## config.mk

```make
export PLATFORM = sky130hd
export DESIGN_NAME = pic_window_scanner
export DESIGN_NICKNAME = d
export VERILOG_FILES = /design/src/rtl/pic_window_scanner.sv
export SDC_FILE = /design/constraint.sdc
export NUM_CORES = 1
export LEC_CHECK = 0
export BUFFER_PORTS_ARGS = -buffer_cell sky130_fd_sc_hd__buf_2
export CAP_MARGIN = 5
export CORE_ASPECT_RATIO = 0.8
export CORE_MARGIN = 2
export CORE_UTILIZATION = 44
export CTS_BUF_LIST = sky130_fd_sc_hd__clkbuf_4
export DETAILED_ROUTE_END_ITERATION = 7
export PLACE_DENSITY_LB_ADDON = 0.2
export SLEW_MARGIN = 20
export SYNTH_ARGS = -nofsm -noshare
export SYNTH_HDL_FRONTEND = slang
export SYNTH_SLANG_ARGS = --single-unit
```

## constraint.sdc

```tcl
create_clock -name clk -period 2 [get_ports clk]
set_input_delay 0.1 -clock clk [delete_from_list [all_inputs] [get_ports clk]]
set_output_delay 0.1 -clock clk [all_outputs]
set_load 0.02 [all_outputs]
```

## src/rtl/pic_window_scanner.sv

```systemverilog
// Registered picture-window scanner: maps VGA raster coordinates onto a vertical
// stack of N_PICS pictures and emits mask, picture index, ROM address and band/frame pulses.
module pic_window_scanner #(
  parameter int PIC_W  = 256,
  parameter int PIC_H  = 128,
  parameter int N_PICS = 3,
  parameter int ORG_R  = 0,
  parameter int ORG_C  = 0,
  localparam int CW = $clog2(PIC_W),
  localparam int RW = $clog2(PIC_H),
  localparam int PW = (N_PICS > 1) ? $clog2(N_PICS) : 1,
  localparam int AW = RW + CW
) (
  input  logic          clk,
  input  logic          rst,
  input  logic          en,
  input  logic [9:0]    r,
  input  logic [9:0]    c,
  input  logic          advance,
  output logic          mask,
  output logic [PW-1:0] which_pic,
  output logic [AW-1:0] addr,
  output logic          band_end,
  output logic          frame_end,
  output logic [PW-1:0] rot
);

  typedef enum logic [1:0] {IDLE, ACTIVE, DONE} state_t;

  localparam logic [10:0]   ROW_SPAN = 11'(N_PICS * PIC_H);
  localparam logic [10:0]   COL_SPAN = 11'(PIC_W);
  localparam logic [PW:0]   N_V      = (PW+1)'(N_PICS);
  localparam logic [PW-1:0] LAST     = PW'(N_PICS - 1);

  state_t state, state_nx;

  logic [10:0]   lr_ext, lc_ext;
  logic          in_rows, in_cols, in_rect;
  logic          at_origin, at_zero;
  logic          band_hit, frame_hit;
  logic [PW-1:0] band;
  logic [PW:0]   pic_sum;
  logic [PW-1:0] pic_idx;
  logic          pending;

  // A coordinate left of / above the origin wraps to a huge offset, so one
  // unsigned compare per axis covers both window bounds.
  assign lr_ext  = {1'b0, r} - 11'(ORG_R);
  assign lc_ext  = {1'b0, c} - 11'(ORG_C);
  assign in_rows = lr_ext < ROW_SPAN;
  assign in_cols = lc_ext < COL_SPAN;
  assign in_rect = in_rows && in_cols;
  assign band    = lr_ext[RW +: PW];

  assign at_origin = (r == 10'(ORG_R)) && (c == 10'(ORG_C));
  assign at_zero   = (r == '0) && (c == '0);

  // Band ends on the first pixel past the right edge of a band's last line.
  assign band_hit  = (state == ACTIVE) && in_rows && (&lr_ext[RW-1:0]) && (lc_ext == COL_SPAN);
  assign frame_hit = band_hit && (band == LAST);

  assign pic_sum = {1'b0, band} + {1'b0, rot};
  assign pic_idx = (pic_sum >= N_V) ? PW'(pic_sum - N_V) : pic_sum[PW-1:0];

  // NOTE: every output of a combinational block gets a default first; a path
  // that leaves it unassigned would infer a latch.
  always_comb begin
    state_nx = state;
    case (state)
      IDLE:    if (at_origin) state_nx = ACTIVE;
      ACTIVE:  if (frame_hit) state_nx = DONE;
      default: state_nx = state;
    endcase
    if (at_zero) state_nx = at_origin ? ACTIVE : IDLE;
  end

  // NOTE: clocked state uses non-blocking assignments so every register
  // samples pre-edge values, independent of statement order.
  always_ff @(posedge clk or posedge rst) begin
    if (rst) begin
      state     <= IDLE;
      mask      <= 1'b0;
      which_pic <= '0;
      addr      <= '0;
      band_end  <= 1'b0;
      frame_end <= 1'b0;
      rot       <= '0;
      pending   <= 1'b0;
    end else begin
      band_end  <= 1'b0;
      frame_end <= 1'b0;
      pending   <= pending | advance;
      if (en) begin
        state     <= state_nx;
        mask      <= in_rect && ((state_nx == ACTIVE) || (state == ACTIVE));
        addr      <= in_rect ? {lr_ext[RW-1:0], lc_ext[CW-1:0]} : '0;
        band_end  <= band_hit;
        frame_end <= frame_hit;
        if (in_rect) which_pic <= pic_idx;
        // Rotation only steps at frame end, so which_pic is stable within a frame.
        if (frame_hit && (pending || advance)) begin
          rot     <= (rot == LAST) ? '0 : rot + PW'(1);
          pending <= 1'b0;
        end
      end
    end
  end

endmodule

```

# [After elaboration in Yosys (flattened, before gate mapping)]
# Index checks and enable logic that the tools add are counted.
[totals] register_bits=25 latch_bits=0 ramBits=0 rom_bits=0 output_inout_bits=22 word_cells=45 n_memories=0
[classes] add_sub_neg=3 mul=0 div=0 magnitude_cmp=3 eq_ne=5 shift=0 mux=10 bitwise=1 n_reduce_logical=15
[ops] operator="zero test 10 bit" n=2
[ops] operator="less-than comparator 10 x 9 -> 1 bit, second input constant" n=2
[ops] operator="2-to-1 mux 15 bit" n=1
[ops] operator="== test 10 x 9 -> 1 bit, second input constant" n=1
[ops] operator="2-to-1 mux 2 bit" n=5
[ops] operator="logical AND 1 bit" n=8
[ops] operator="AND reduction 7 bit" n=1
[ops] operator="== test 2 x 1 -> 1 bit, second input constant" n=2
[ops] operator="== test 2 bit, second input constant" n=2
[ops] operator="2-to-1 mux 1 bit" n=4
[ops] operator="AND reduction 2 bit" n=2
[ops] operator="adder 2 x 2 -> 3 bit" n=1
[ops] operator=">= comparator 3 x 2 -> 1 bit, second input constant" n=1
[ops] operator="adder 2 x 1 -> 2 bit, second input constant" n=1
[ops] operator="logical OR 1 bit" n=2
[ops] operator="subtractor 2 bit, second input constant" n=1
[ops] operator="OR 1 bit" n=1

# [Logic depth before layout (Yosys ltp)]
# Gate-level depths: netlist of run 1.
[logic_depth] word_depth=11 depth_mapped=9

# [Worst setup path before layout of run 1]
# No wires, ideal clock.
[synth_timing] path_type="reg2reg" start="reg rot[0]" end="reg which_pic[1]" setup_ns=0.125 arrival_ns=1.943 setup_slack_ns=-0.067 stages_incl_launch_ff=9 synth_period_minus_slack_ns=2.067 cell_sequence="dfrtp_1 -> ha_1 -> inv_1 -> fa_1 -> inv_1 -> ha_1 -> nor2b_1 -> a21oi_1 -> mux2_2"
[synth_between] elab_chain_cells=3 word_cells_on_any_way=4
[synth_lines] element="start: declaration" line="25" text="output logic [PW-1:0] rot"
[synth_lines] element="start signal: assignment" line="102" text="rot <= (rot == LAST) ? '0 : rot + PW'(1);"
[synth_lines] element="adder 2 x 2 -> 3 bit (*)" line="62" text="assign pic_sum = {1'b0, band} + {1'b0, rot};"
[synth_lines] element=">= comparator 3 x 2 -> 1 bit or subtractor 2 bit (tied branches)" line="63" text="assign pic_idx = (pic_sum >= N_V) ? PW'(pic_sum - N_V) : pic_sum[PW-1:0];"
[synth_lines] element="2-to-1 mux 2 bit (*)" line="63"
[synth_lines] element="end signal: assignment" line="99" text="if (in_rect) which_pic <= pic_idx;"
[synth_lines] element="end: declaration" line="21" text="output logic [PW-1:0] which_pic,"
# Mark *: on every way between the ends. The rest lies on a longest branch, timed or not.
# A chain may end at the register's enable or synchronous reset.

# [Final worst setup path of run 1]
# Same ends and word-level chain as after synthesis.

==> results of run 1 <==
==> logic make-up after synthesis <==
group           Yosys count  share of synthesized area
buf+inv                  11                     0.0370
compound gates           24                      0.174
fa+ha+maj                 3                     0.0403
mux                       3                     0.0291
flops                    25                      0.560
simple gates             26                      0.160
==> flip-flops by register name, indices dropped and copies added, names as in the netlist <==
name	cells
rot	2
addr	15
frame_end	1
mask	1
state	2
which_pic	2
band_end	1
pending	1
==> cells in the final DEF, fill, tap and decap left out, drive strengths merged, types with 4 or more instances in the layout <==
cell	synthesis	layout
clkbuf	2	4
nand2	4	4
buf	1	51
inv	8	8
dlygate4sd3	0	6
a22o	16	16
nor4	5	5
dfrtp	25	25
nor2	6	6
==> where the power goes <==
group	internal [W]	switching (W)
Clock	0.0000916	0.000143
Combinational	0.0000770	0.0000966
Sequential	0.000526	0.0000121
Total	0.000695	0.000252
==> path summary, 6_finish.rpt <==
path | to | slack (ps) | cells past startpoint
max in group asynchronous | addr[7]$_DFFE_PP0P_ | 1110 | 4
worst min register to register | pending$_DFF_PP0_ | 510 | 2
worst min-delay path | addr[5]$_DFFE_PP0P_ | 20 | 2
worst max-delay path | which_pic[1]$_DFFE_PP0P_ | 50 | 8
min in group asynchronous | addr[8]$_DFFE_PP0P_ | 330 | 3
worst max register to register | which_pic[1]$_DFFE_PP0P_ | 50 | 8
==> critical path, cell delays in order, from the launching register on <==
cell and delay, ps:
dfrtp_2 410, ha_4 130, inv_2 30, fa_1 560, inv_2 60, ha_4 160
nor2b_4 160, a21oi_2 70, mux2_4 260
==> metal layers <==
layer  track usage  part of all wire  up-vias
met5             0                 0        -
met4        0.0444            0.0047        0
met3        0.0531             0.045        2
met2         0.337              0.49       30
met1         0.268              0.46      488
li1              -                 -      458
==> per-stage QoR <==
stage                     setup TNS (ps)  worst slack [ps]
final                                  0              53.1
after global routing               -29.8             -26.3
after CTS                              0              28.1
after detailed placement               0              3.48
after global placement                 0              89.7
after floorplan                        0              11.1
==> final cells by class <==
cell class / instances / area [sq um]
inverter: 8 / 30.0
tap: 36 / 45.0
timing repair buffer: 57 / 330
clock buffer: 4 / 30.0
sequential: 25 / 627
multi-input combinational: 56 / 500
fill: 195 / 860
==> what timing repair did <==
action / 4_1_cts / 5_1_grt
gates cloned: 0 / 0
pin swaps: 0 / 3
hold buffers: 6 / 0
buffers inserted: 0 / 1
resized for setup: 1 / 11
endpoints found under the setup margin: 1 / 6
hold endpoints to repair: 16 / 0
==> results.toml, run 1 <==
[run_status]
outcome = "complete, no violations"

[synth]
synth.top_cells.by_count = "25 x dfrtp_1, 16 x a22o_1, 7 x inv_1"
avgSynthCellArea_sq_um = 12.1
synth.most_common_cell = "dfrtp_1"
yosysSeqAreaShare = 0.560
synthCells = 92
synth_seq_cells = 25
ys_async_sr_fraction = 1.00
synth_cell_types = 31
synth_top_area_cell = "dfrtp_1"
synth_top_cell_area_share = 0.560
yosys_warnings = 0
synth_fp_nets = 119
netlist_top_cells_area = "dfrtp_1 56%, a22o_1 13%, nor4_4 3.8%, inv_1 2.4%, ha_1 2.2%"
synth-main-ff-cell = "dfrtp_1"
synth_area_sq_um = 1120
synth-edff-count = 0

[setup_path]
required_ps = 2210
path_max_fanout = 4
worstSetupStartpointType = "flop"
critPathKind = "flop to flop"
worst_ep_arrival_time_ps = 2160
reg2reg_from = "rot[0]$_DFFE_PP0P_"
startpoint = "rot[0]$_DFFE_PP0P_"
end_kind = "flop"

[sta]
finalCritPeriodShare = 0.973
slew-limit-headroom = 0.680
hold_viol_final = 0
worstMarginPinSlew_ps = 480
skew_ps = 2.06
fmaxAchievable_mhz = 514
slew_violations = 0
period_minus_slack_ps = 1950
finalSetupViolCount = 0
holdWs_ps = 17.4

[route]
first_pass_iters = 4
drc = 0
ant_nets = 0
via_per_inst = 5.26
num_vias = 978
routedWlPerCell_um = 15.0
initialDrtViolationCount = 20
drt-total-wl_um = 2790

[die]
start_util = 0.461
core_sq_um = 2420
dieArea_sq_um = 2960
fp.dieH_um = 49.1
io-pin-count = 46
die_w_um = 60.3
rows = 16

[finish]
final_core_util = 0.645
final_cells = 186
drive_above_1_share = 0.460
fin_area_sq_um = 1560
num-nets-final = 178
diodes = 0
area_delta_synth_final_pct = 39.9

[power]
ir_worst_vdd_uv = 413
p_leak_nw = 0.807
p_per_area_nw_per_um2 = 606
finalPower_w = 0.000946

[place]
io_buffer_count = 45
hpwl_um = 2100
placed_area_sq_um = 1420
place_congestion = 0.777
dp.cells = 175

[clock_tree]
path_clk_slew_ps = 130
insertion_delay_ps = 310
numCtsBuffers = 3
cts_root_buffer = "clkbuf_4"
cts_sinks = 25
htreeDepth = 1
clk_path_buf_depth = 2
cts_tree = "built"

[grt]
grt_pass1_wl_um = 4520
globalRouteTotalUtil = 0.204
grt_max_degree = 17
overflow = 0
antenna_found_initial = 0
first_global_vias = 1027

[flow_run]
maxCapViolations = 0

[worst_hold_path]
hp-class = "input pin to flop"
hold_path.startpoint = "c[5]"
(Power assumes the default switching activity.)
==> run 2: changes to the inputs <==
--- a/config.mk
+++ b/config.mk
@@ -9,7 +9,7 @@
 export CAP_MARGIN = 5
 export CORE_ASPECT_RATIO = 0.8
 export CORE_MARGIN = 2
-export CORE_UTILIZATION = 44
+export CORE_UTILIZATION = 49
 export CTS_BUF_LIST = sky130_fd_sc_hd__clkbuf_4
 export DETAILED_ROUTE_END_ITERATION = 7
 export PLACE_DENSITY_LB_ADDON = 0.2
==> constraint.sdc (replaced) <==
create_clock -name clk -period 1.9 [get_ports clk]
set_input_delay 0.095 -clock clk [delete_from_list [all_inputs] [get_ports clk]]
set_output_delay 0.095 -clock clk [all_outputs]
set_load 0.02 [all_outputs]
==> results.toml, run 2 (same netlist as run 1, synthesis figures left out) <==
[run_status]
outcome = "complete, no violations"

[die]
start_util = 0.518
core_sq_um = 2160
rows = 15
fp.dieH_um = 46.7
die_w_um = 57.4
io-pin-count = 46
dieArea_sq_um = 2680

[sta]
skew_ps = 9.73
finalCritPeriodShare = 0.988
slew-limit-headroom = 0.397
hold_viol_final = 0
finalSetupViolCount = 0
holdWs_ps = 9.14
worstMarginPinSlew_ps = 903
slew_violations = 0
period_minus_slack_ps = 1880
rsz0062_at_grt = "true"
fmaxAchievable_mhz = 533
fin_tns_setup_ps = 0

[grt]
globalRouteTotalUtil = 0.211
overflow = 0
antenna_found_initial = 0
grt_max_degree = 26
grt_pass1_wl_um = 4040
first_global_vias = 907

[setup_path]
critPathKind = "flop to flop"
path_max_fanout = 4
r2r_slack_ps = 20
required_ps = 2130
worst_ep_arrival_time_ps = 2100
worstSetupStartpointType = "flop"
end_kind = "flop"
reg2regPathDepth = 8

[power]
p_seq_frac = 0.561
p_clk_frac = 0.248
p_per_area_nw_per_um2 = 612
p_leak_nw = 0.837
power.share.combinational = 0.192
finalPower_w = 0.00101
ir_worst_vdd_uv = 489
swShare = 0.282
netSwitchingPower_w = 0.000284
intPower_w = 0.000724

[clock_tree]
cts_root_buffer = "clkbuf_4"
path_clk_slew_ps = 150
numCtsBuffers = 3
htreeDepth = 1
clk_path_buf_depth = 2
cts_sinks = 25
cts_tree = "built"
postCtsSetupBuffers = 0
insertion_delay_ps = 330

[finish]
top_register = "addr"
final_cells = 184
diodes = 0
drive_above_1_share = 0.447
num-nets-final = 187
largest_register_ffs = 15
final_common_cell = "buf_2"
layout_common_cells = "45 x buf_2, 24 x dfrtp_1, 16 x a22o_1"
area_delta_synth_final_pct = 47.4
fin_area_sq_um = 1650

[place]
io_buffer_count = 45
hpwl_um = 1900
dp.cells = 165
placed_area_sq_um = 1420
place_congestion = 0.749

[route]
drt-total-wl_um = 2870
initialDrtViolationCount = 29
routedWlPerCell_um = 15.6
num_vias = 1030
drc = 0
ant_nets = 0
via_per_inst = 5.60
first_pass_iters = 4

[flow_run]
maxCapViolations = 0

[worst_hold_path]
min_path_cells = 2
hp-class = "input pin to flop"
[run 2: changes by cell type in the layout (fill, tap and decap cells not counted), sizes merged]
cell         delta
clkinvlp        +1
dlygate4sd3     +9
clkbuf          -1
[run 2: layer usage]
metal,vias to the layer above,wire length (um),track usage
met4,0,29,0.0698
met1,499,1190,0.263
met3,4,216,0.0590
met2,47,1430,0.364
met5,-,0,0
li1,480,-,-
[run 2: timing repair]
item	in CTS	in global routing
hold buffers	12	3
pin swaps	3	6
setup endpoints to repair	1	6
gates resized for setup	5	5
endpoints found under the hold margin	36	3
[run 2: power groups by stage]
stage          Combinational [W]  Sequential [W]  Clock (W)
5_1_grt                 0.000208        0.000569   0.000271
2_1_floorplan          0.0000551        0.000603          0
3_3_place_gp            0.000152        0.000574          0
3_5_place_dp            0.000156        0.000575          0
4_1_cts                 0.000181        0.000565   0.000253
6_report                0.000193        0.000565   0.000250
[run 2: final cells by class]
| cell class | instances | area, sq um |
|---|---|---|
| sequential | 25 | 627 |
| fill | 147 | 512 |
| multi-input combinational | 56 | 508 |
| timing repair buffer | 66 | 420 |
| tap | 25 | 31.3 |
| inverter | 8 | 30.0 |
| clock buffer | 3 | 22.5 |
| clock inverter | 1 | 7.51 |
[run 2: through the flow]
| stage | utilization | setup slack (ps) |
|---|---|---|
| 3_3_place_gp | 0.660 | 58.2 |
| 5_1_grt | 0.763 | -37.2 |
| 4_1_cts | 0.739 | 1.27 |
| 6_report | 0.763 | 23.3 |
| 2_1_floorplan | - | -39.9 |
| 3_5_place_dp | 0.660 | 25.1 |
[run 2: worst paths after layout]
kind                                     startpoint                  endpoint
max                              rot[0]$_DFFE_PP0P_  which_pic[1]$_DFFE_PP0P_
min                                            r[0]       addr[8]$_DFFE_PP0P_
max reg2reg                      rot[0]$_DFFE_PP0P_  which_pic[1]$_DFFE_PP0P_
min reg2reg                which_pic[0]$_DFFE_PP0P_  which_pic[0]$_DFFE_PP0P_
max in group asynchronous                       rst        rot[0]$_DFFE_PP0P_
min in group asynchronous                       rst      addr[12]$_DFFE_PP0P_
[run 2: critical path, cell delays in order (launching register included)]
cell and delay (ps):
dfrtp_2 400, ha_4 130, inv_2 30, fa_1 520, inv_2 60, ha_4 160, nor2b_4 160, a21oi_2 70
mux2_2 250
